File: config.mk
export PLATFORM = sky130hd
export DESIGN_NAME = shift_seq_engine
export DESIGN_NICKNAME = d
export VERILOG_FILES = /design/src/rtl/shift_pkg.sv /design/src/rtl/shift_step.sv /design/src/rtl/shift_seq_engine.sv
export SDC_FILE = /design/constraint.sdc
export NUM_CORES = 1
export LEC_CHECK = 0
export BUFFER_PORTS_ARGS = -buffer_cell sky130_fd_sc_hd__buf_4
export CAP_MARGIN = 25
export CORE_MARGIN = 2
export CORE_UTILIZATION = 30
export CTS_CLUSTER_SIZE = 10
export DETAILED_ROUTE_END_ITERATION = 16
export GPL_TIMING_DRIVEN = 0
export PLACE_DENSITY_LB_ADDON = 0.15
export SLEW_MARGIN = 20
export SYNTH_ARGS = -nofsm -noshare
export SYNTH_HDL_FRONTEND = slang
export SYNTH_HIERARCHICAL = 1
export SYNTH_SLANG_ARGS = --single-unit
File: constraint.sdc
create_clock -name clk -period 1.35 [get_ports clk]
set_input_delay 0.27 -clock clk [delete_from_list [all_inputs] [get_ports clk]]
set_output_delay 0.27 -clock clk [all_outputs]
set_load 0.05 [all_outputs]
File: src/rtl/shift_pkg.sv
// Shared definitions for the shift/rotate engine: default widths, op codes, FSM states.
package shift_pkg;

  localparam int unsigned OPSIZE_DEF = 2;
  localparam int unsigned DSIZE_DEF  = 16;
  localparam int unsigned ASIZE_DEF  = 4;

  localparam logic [1:0] OP_SHR = 2'b00;
  localparam logic [1:0] OP_SHL = 2'b01;
  localparam logic [1:0] OP_ROR = 2'b10;
  localparam logic [1:0] OP_ROL = 2'b11;

  typedef enum logic [1:0] {
    IDLE = 2'd0,
    RUN  = 2'd1,
    DONE = 2'd2
  } state_e;

endpackage

File: src/rtl/shift_step.sv
// Single-position shift/rotate of a data word; purely combinational.
module shift_step
  import shift_pkg::*;
#(
  parameter int unsigned OPSIZE = OPSIZE_DEF,
  parameter int unsigned DSIZE  = DSIZE_DEF
) (
  input  logic [DSIZE-1:0]  f_i,
  input  logic [OPSIZE-1:0] op_i,
  output logic [DSIZE-1:0]  res_c
);

  always_comb begin
    res_c = f_i;
    case (op_i)
      OP_SHR: res_c = {1'b0, f_i[DSIZE-1:1]};
      OP_SHL: res_c = {f_i[DSIZE-2:0], 1'b0};
      OP_ROR: res_c = {f_i[0], f_i[DSIZE-1:1]};
      OP_ROL: res_c = {f_i[DSIZE-2:0], f_i[DSIZE-1]};
      default: res_c = f_i;
    endcase
  end

endmodule

File: src/rtl/shift_seq_engine.sv
// Iterative shift/rotate engine: accepts one request, steps one position per clock,
// and holds the result until the consumer takes it.
module shift_seq_engine
  import shift_pkg::*;
#(
  parameter int unsigned OPSIZE = OPSIZE_DEF,
  parameter int unsigned DSIZE  = DSIZE_DEF,
  parameter int unsigned ASIZE  = ASIZE_DEF
) (
  input  logic              clk,
  input  logic              rst_n,
  input  logic              in_valid,
  output logic              in_ready,
  input  logic [DSIZE-1:0]  data_b,
  input  logic [OPSIZE-1:0] op,
  input  logic [ASIZE-1:0]  amt,
  output logic              out_valid,
  input  logic              out_ready,
  output logic [DSIZE-1:0]  f,
  output logic              busy
);

  state_e              state_q, state_d;
  logic [DSIZE-1:0]    f_q, f_d;
  logic [OPSIZE-1:0]   op_q, op_d;
  logic [ASIZE-1:0]    count_q, count_d;
  logic                out_valid_q, out_valid_d;
  logic                in_ready_q, in_ready_d;
  logic                busy_q, busy_d;
  logic [DSIZE-1:0]    step_c;

  shift_step #(
    .OPSIZE (OPSIZE),
    .DSIZE  (DSIZE)
  ) u_step (
    .f_i   (f_q),
    .op_i  (op_q),
    .res_c (step_c)
  );

  always_ff @(posedge clk or negedge rst_n) begin
    if (!rst_n) begin
      state_q     <= IDLE;
      f_q         <= '0;
      op_q        <= '0;
      count_q     <= '0;
      out_valid_q <= 1'b0;
      in_ready_q  <= 1'b1;
      busy_q      <= 1'b0;
    end else begin
      state_q     <= state_d;
      f_q         <= f_d;
      op_q        <= op_d;
      count_q     <= count_d;
      out_valid_q <= out_valid_d;
      in_ready_q  <= in_ready_d;
      busy_q      <= busy_d;
    end
  end

  // Handshake flags are decoded from the next state so they are registered alongside it.
  always_comb begin
    state_d = state_q;
    f_d     = f_q;
    op_d    = op_q;
    count_d = count_q;
    case (state_q)
      IDLE: begin
        if (in_valid) begin
          f_d     = data_b;
          op_d    = op;
          count_d = amt;
          state_d = (amt == ASIZE'(0)) ? DONE : RUN;
        end
      end
      RUN: begin
        f_d     = step_c;
        count_d = count_q - ASIZE'(1);
        if (count_q == ASIZE'(1)) state_d = DONE;
      end
      DONE: begin
        if (out_ready) state_d = IDLE;
      end
      default: state_d = IDLE;
    endcase
    in_ready_d  = (state_d == IDLE);
    out_valid_d = (state_d == DONE);
    busy_d      = (state_d != IDLE);
  end

  assign f         = f_q;
  assign out_valid = out_valid_q;
  assign in_ready  = in_ready_q;
  assign busy      = busy_q;

endmodule

# [After elaboration in Yosys (flattened, before gate mapping)]
# Index checks and enable logic that the tools add are counted.
[op_classes] n_eq_ne=8 mux=10 n_reduce_logical=8 addsub=1
[op_table] operator="$pmux W16 S4" n=1
[op_table] operator="$pmux W16 S2" n=1
[op_table] operator="$mux W16" n=1
[op_table] operator="$eq A2 B2 Y1 const B" n=4
[op_table] operator="$mux W2" n=4
[op_table] operator="$pmux W4 S2" n=1
[op_table] operator="$logic_not A2 Y1" n=3
[op_table] operator="$pmux W2 S3" n=1
[op_table] operator="$eq A2 B1 Y1 const B" n=2
[op_table] operator="$eq A4 B1 Y1 const B" n=1
[op_table] operator="$logic_not A4 Y1" n=1
[op_table] operator="$mux W4" n=1
[op_table] operator="$reduce_and A2 Y1" n=2
[op_table] operator="$reduce_bool A2 Y1" n=2
[op_table] operator="$sub A4 B1 Y4 const B" n=1
[op_table] operator="$ne A2 B2 Y1 const B" n=1
[word_totals] elab_cells=34 output_inout_bits=19 in_bits=26 reg_bits=27

# [Logic depth before layout (Yosys ltp)]
# Gate-level depths: netlist (run 1).
[depth] depth_word=5 depth_mapped=6 depth_no_buf=5

# [By module]
# Netlist (run 1), hierarchy kept.
[by_module_without_submodules] module="shift_seq_engine" seq_area_each_um2=676.9 area_per_inst_um2=1271.2 cells_per_inst=124 instances=1
[by_module_without_submodules] module="shift_step" seq_area_each_um2=0.0 area_per_inst_um2=237.7 cells_per_inst=22 instances=1

# [Least setup slack after synthesis (run 1)]
# OpenSTA, ideal clock, no wires.
[synth_timing] path_type="register to register" from="register op_q[0]" to="register f_q[8], in the netlist f[8]" path_buffers=2 setup_slack_ps=61 path_stages_with_launch=6 arrival_time_ps=1156 period_less_slack_ps=1289 cell_sequence="dfrtp_1 -> buf_6 -> buf_12 -> mux2_4 -> a22oi_1 -> o21ai_0"
[synth_between] elab_chain_len=3 word_cells_on_any_way=6 cone_classes="3 x eq/ne; 2 x mux; 1 x reduce/logical"
[synth_lines] element="start: declaration" line="shift_seq_engine.sv:25" text="logic [OPSIZE-1:0] op_q, op_d;"
[synth_lines] element="start signal: assignment" line="shift_seq_engine.sv:53" text="op_q <= op_d;"
[synth_lines] element="$eq A2 B2 Y1, or another cell as far along" line="shift_step.sv:15" text="case (op_i)"
[synth_lines] element="$pmux W16 S4 *" line="shift_step.sv:15"
[synth_lines] element="net step_c[8]" line="shift_seq_engine.sv:30" text="logic [DSIZE-1:0] step_c;"
[synth_lines] element="$pmux W16 S2 *" line="shift_seq_engine.sv:67" text="case (state_q)"
[synth_lines] element="end signal: assignment" line="shift_seq_engine.sv:44" text="f_q <= '0;"
[synth_lines] element="end signal: assignment" line="shift_seq_engine.sv:52" text="f_q <= f_d;"
[synth_lines] element="end: declaration" line="shift_seq_engine.sv:24" text="logic [DSIZE-1:0] f_q, f_d;"
# The timed path passes the listed nets; every way through them passes the cells marked *.
# A chain may end at the register's enable or synchronous reset.

# [Worst setup path in the final report (run 1)]
[layout_timing] from="register op_q[0]" to="register f_q[9], in the netlist f[9]"
# The elaborated chain is that of the path after synthesis.

==> impl_metrics.ini, run 1 <==
[placement]
dp.cells = 257
place_congestion = 0.828
port_buffers = 44
dp_hpwl_mm = 2.96

[cts]
numCtsBuffers = 3
h-tree-depth = 1
cts_num_sinks = 27
cts_root_buf = clkbuf_8
ctsLongestPathBuffers = 2
cts_tree = yes
path_clk_slew_ns = 0.10
insertion_delay_ns = 0.27

[min_path]
hold-path-endpoint = op_q[0]$_DFFE_PN0P_
hp-start = op[0]
min_path_cells = 2
hold_path_class = in -> reg

[global_routing]
antenna_found_initial = 0
track_usage_pct = 15.9
gr-usage-met3_pct = 2.68
use_met1_pct = 20.3
grt_use_met2_pct = 27.2
first_global_vias = 1403
grt_max_degree = 28
gr-max-usage-layer = met2
grt_pass1_wl_mm = 6.67
grt.overflow.total = 0

[synth]
synth.distinct_cells = 31
yosys_register_bits = 27
synth.most_common_cell = dfrtp_1
syn_inst = 146
yosysWarnings = 6
syn_nets = 174
synth_area_leaders = dfrtp_1, a22oi_1, mux2_2
netlist_area_um2 = 1510
ys_top_cells_by_count = dfrtp_1, nand2_1, a22oi_1, o21ai_0, mux2_2
synth.top_cell.area_share_pct = 43.1
synthArstFlopShare_pct = 100
ys.flop_type = dfrtp_1
synth.avg_cell_area_um2 = 10.3
synth_edf_count = 0
synth_top_area_cell = dfrtp_1
seq_area_frac_synth_pct = 44.9

[route]
drc = 0
firstDrtPassIters = 4
totalWireLength_mm = 4.30
routedWlPerCell_um = 16.1
drtAntennaViolNets = 0
viasPerCell = 5.01
dr_total_vias = 1338
drtIter0Drc = 26

[status]
violations = setup timing
status = complete, but fails checks

[worst_setup_path]
critPathArrivalTime_ns = 1.53
crit_family = flip-flops
worstPathMaxFanout = 8
startpoint_type = flop
regToRegStartpoint = op_q[0]$_DFFE_PN0P_
endpoint_kind = flop
critical_path_class = reg -> reg
reg2reg_slack_ns = -0.03
crit_path_cell_trace = buf_6 > buf_12 > mux2_4 > a22oi_2 > o21ai_1
slowest_delay_ns = 0.42
path_buf_inv = 2
required_ns = 1.50
crit_slowest_cell = dfrtp_1
rr_endpoint = f[9]$_DFFE_PN0P_
reg2regPathDepth = 5

[timing]
fin_tns_setup_ns = -0.119
slew_headroom_pct = 67.9
slew_viol_final = 0
finalCritPeriodShare_pct = 102
hold_viol_final = 0
max_freq_mhz = 724
setup_ws_ns = -0.0320
min_period_ns = 1.38
worst_slew_pin_slew_ns = 0.481
clock_skew_ns = 0.00485
whs_ns = 0.228
finalSetupViolations = 6
rsz0062_at_grt = true

[power]
fin_total_pwr_mw = 5.69
leakage_nw = 0.946
vdd_ir_drop_max_mv = 0.863
power.density_nw_per_um2 = 2720

[layout]
utilization_pct = 43.7
drive_above_1_share_pct = 46.5
fin_nets = 229
antenna_cells = 0
syn2layout_area_growth_pct = 38.6
final_cell_count_no_fill = 267

[floorplanning]
placeableCoreArea_um2 = 4790
placementRows = 25
ioPinCount = 45
dieArea_um2 = 5610
dieWidth_um = 74.9
initial_core_util_pct = 31.5
die_h_um = 74.9

[job]
drv_cap = 0
state kept, by name (all words and copies together), names as in the netlist:
signal / flops
f: 16
count_q: 4
op_q: 2
state_q: 2
busy: 1
in_ready: 1
out_valid: 1
worst reg2reg max path, delay by kind of cell (launching register included):
family                 cells  cell delay (ns)
multiplexers               1             0.30
flip-flops                 1             0.42
buffers and inverters      2             0.31
AO/OA/AOI/OAI              2             0.23
through the flow:
step                area (um^2)  setup WS, ns
floorplan                  1510        0.0614
global placement           1920       -0.0190
detailed placement         1920       -0.0373
CTS                        2040       -0.0376
global route               2090        -0.103
finish                     2090       -0.0320
cells in the final DEF, fill, tap and decap left out, types with 3 or more instances in the layout:
cell and n:
a21oi_1 5, clkbuf_1 3, o21ai_1 10, a22oi_1 8, nand2_1 20, nor2_1 4, a22oi_2 9, mux2_4 7
inv_1 5, clkbuf_8 3, o21ai_0 6, buf_4 51, buf_6 5, o22ai_1 3, nand3_1 3, dfrtp_1 26
mux2_2 9
final cells by class:
cell class / count / area (um^2)
fill: 478 / 2690
multi-input combinational: 103 / 786
sequential: 27 / 677
timing repair buffer: 50 / 379
buffer: 11 / 103
tap: 67 / 83.8
clock buffer: 4 / 45.0
inverter: 5 / 18.8
per-layer routing:
metal  wire (um)  vias up
met5           0        -
met4          22        0
met3         183        2
met2        2210       31
met1        1880      671
li1            -      634
repair_timing:
action	4_1_cts	5_1_grt
setup buffers	2	2
hold buffers	1	0
gates cloned	1	0
hold endpoints to repair	26	0
gates resized for setup	12	11
endpoints found under the setup margin	8	19
pin swaps	9	5
worst max-delay path by stage:
stage	cells past startpoint	startpoint	end
floorplan	5	op_q[0]$_DFFE_PN0P_	f[8]$_DFFE_PN0P_
global placement	5	op_q[0]$_DFFE_PN0P_	f[9]$_DFFE_PN0P_
detailed placement	5	op_q[0]$_DFFE_PN0P_	f[9]$_DFFE_PN0P_
CTS	5	op_q[0]$_DFFE_PN0P_	f[4]$_DFFE_PN0P_
global route	5	op_q[0]$_DFFE_PN0P_	f[4]$_DFFE_PN0P_
finish	5	op_q[0]$_DFFE_PN0P_	f[9]$_DFFE_PN0P_
power breakdown:
group	switching, mW	internal (mW)	total [mW]
Clock	0.251	0.211	0.462
Sequential	0.363	1.19	1.55
Combinational	2.08	1.60	3.68
logic make-up (layout without fill, tap and decap cells):
| kind of cell | after synthesis | count (layout) | synth area share, % |
|---|---|---|---|
| AO/OA/AOI/OAI | 48 | 48 | 20.3 |
| AND/OR/NAND/NOR | 37 | 37 | 11.9 |
| flip-flops | 27 | 27 | 44.9 |
| multiplexers | 16 | 16 | 13.4 |
| buffers and inverters | 16 | 70 | 7.79 |
| adder cells (fa/ha/maj) | 2 | 2 | 1.66 |
(Power assumes the default switching activity.)
==> run 2, diff against run 1 <==
SKIP_LAST_GASP = 1   (was unset)
==> run 2 against run 1 <==
Maximum frequency up 0.99%. Die area unchanged. Power up 1.1%. Clock skew down 0.0029 ns. Core utilization up 0.37 points. Critical path type unchanged. Non-clock buffer count up 2. Count of clock-buffer cells in the layout unchanged. Largest cell class unchanged. Sequential cell count unchanged. Global-route usage about the same. Wire length down 1.2%. The run still ends with setup timing left. Combinational power up 2%.
==> impl_metrics.ini, run 2 (same netlist as run 1, synthesis figures left out) <==
[placement]
dp_worst_setup_slack_ns = -0.0373
place_congestion = 0.828
dp_hpwl_mm = 2.96
port_buffers = 44

[layout]
multiInputGateArea_um2 = 790
layout_commonest_cell = buf_4
syn2layout_area_growth_pct = 39.8
num-fill-cells = 471
fin_nets = 231
utilization_pct = 44.1
largest_reg_flops = 16
antenna_cells = 0
final_cell_mix = buf_4, dfrtp_1, nand2_1, o21ai_1, a22oi_2
drive_above_1_share_pct = 47.0
regArea_um2 = 677

[global_routing]
antenna_found_initial = 0
grt.overflow.total = 0
first_global_vias = 1412
grt_pass1_wl_mm = 6.69
track_usage_pct = 15.9
grt_max_degree = 28

[route]
viasPerCell = 5.00
routedWlPerCell_um = 15.8
drtIter0Drc = 39
drc = 0
drtAntennaViolNets = 0
dr_total_vias = 1344
totalWireLength_mm = 4.25
firstDrtPassIters = 4

[timing]
setup_ws_ns = -0.0185
min_period_ns = 1.37
clock_skew_ns = 0.00192
worst_slew_pin_slew_ns = 0.504
slew_headroom_pct = 66.4
rsz0062_at_grt = true
whs_ns = 0.227
fin_tns_setup_ns = -0.0898
slew_viol_final = 0
hold_viol_final = 0
finalCritPeriodShare_pct = 101
max_freq_mhz = 731
finalSetupViolations = 7

[floorplanning]
initial_core_util_pct = 31.5
placeableCoreArea_um2 = 4790
placementRows = 25
dieWidth_um = 74.9
dieArea_um2 = 5610
die_h_um = 74.9
ioPinCount = 45

[worst_setup_path]
crit_slowest_cell = dfrtp_1
crit_path_cell_trace = buf_6 > buf_12 > mux2_4 > a22oi_2 > o21ai_1
path_buf_inv = 2
startpoint_type = flop
regToRegStartpoint = op_q[0]$_DFFE_PN0P_
slowest_delay_ns = 0.43
crit_family = flip-flops
required_ns = 1.50
critical_path_class = reg -> reg
critPathArrivalTime_ns = 1.52
critPathLaunch = op_q[0]$_DFFE_PN0P_
endpoint_kind = flop
worstPathMaxFanout = 8

[cts]
cts_tree = yes
cts_num_sinks = 27
numCtsBuffers = 3
cts_root_buf = clkbuf_8
path_clk_slew_ns = 0.09
insertion_delay_ns = 0.27
ctsLongestPathBuffers = 2
h-tree-depth = 1

[power]
fin_total_pwr_mw = 5.76
power.density_nw_per_um2 = 2730
leakage_nw = 0.955
vdd_ir_drop_max_mv = 0.864

[job]
drv_cap = 0

[min_path]
hold_path_class = in -> reg
hp-start = op[0]

[status]
violations = setup timing
status = complete, but fails checks
[run 2: final timing paths]
path / to / slack (ns) / depth (start not counted)
max reg2reg: f[4]$_DFFE_PN0P_ / -0.02 / 5
min in group asynchronous: f[10]$_DFFE_PN0P_ / 0.45 / 2
min: op_q[0]$_DFFE_PN0P_ / 0.23 / 2
min reg2reg: f[1]$_DFFE_PN0P_ / 0.55 / 2
max: f[4]$_DFFE_PN0P_ / -0.02 / 5
max in group asynchronous: in_ready$_DFF_PN1_ / 0.59 / 2
[run 2: metal layers]
metal / global-route usage [%] / vias to the layer above / part of all wire (%)
met5: 0 / - / 0
met4: 5.95 / 0 / 1.1
met3: 2.81 / 4 / 4.6
met2: 26.9 / 33 / 49
met1: 20.2 / 669 / 45
li1: - / 638 / -
[run 2: cell type report]
| cell class | instances | share of cell area, % |
|---|---|---|
| sequential | 27 | 32.1 |
| inverter | 5 | 0.890 |
| timing repair buffer | 52 | 18.6 |
| tap | 67 | 3.97 |
| buffer | 11 | 4.86 |
| clock buffer | 4 | 2.14 |
| multi-input combinational | 103 | 37.4 |
[run 2: repair_timing]
item,4_1_cts,5_1_grt
pin swaps,8,5
buffers inserted,2,4
gates cloned,1,0
gates resized for setup,10,17
hold buffers,1,0
setup endpoints to repair,8,20
hold endpoints to repair,26,0
[run 2: metrics by stage]
| stage | instances | instance area [um^2] |
|---|---|---|
| floorplan | 146 | 1510 |
| global placement | 257 | 1920 |
| detailed placement | 257 | 1920 |
| CTS | 265 | 2040 |
| global route | 269 | 2110 |
| finish | 269 | 2110 |
[run 2: where the power goes]
part           leakage [nW]  internal (mW)  switching, mW  total (mW)
logic                 0.600           1.66           2.08        3.74
registers             0.332           1.19          0.362        1.55
clock network        0.0228          0.212          0.255       0.467
[run 2: worst reg2reg max path, cell delays in order (launching register included)]
cell	delay (ns)
dfrtp_1	0.43
buf_6	0.15
buf_12	0.14
mux2_4	0.30
a22oi_2	0.15
o21ai_1	0.07
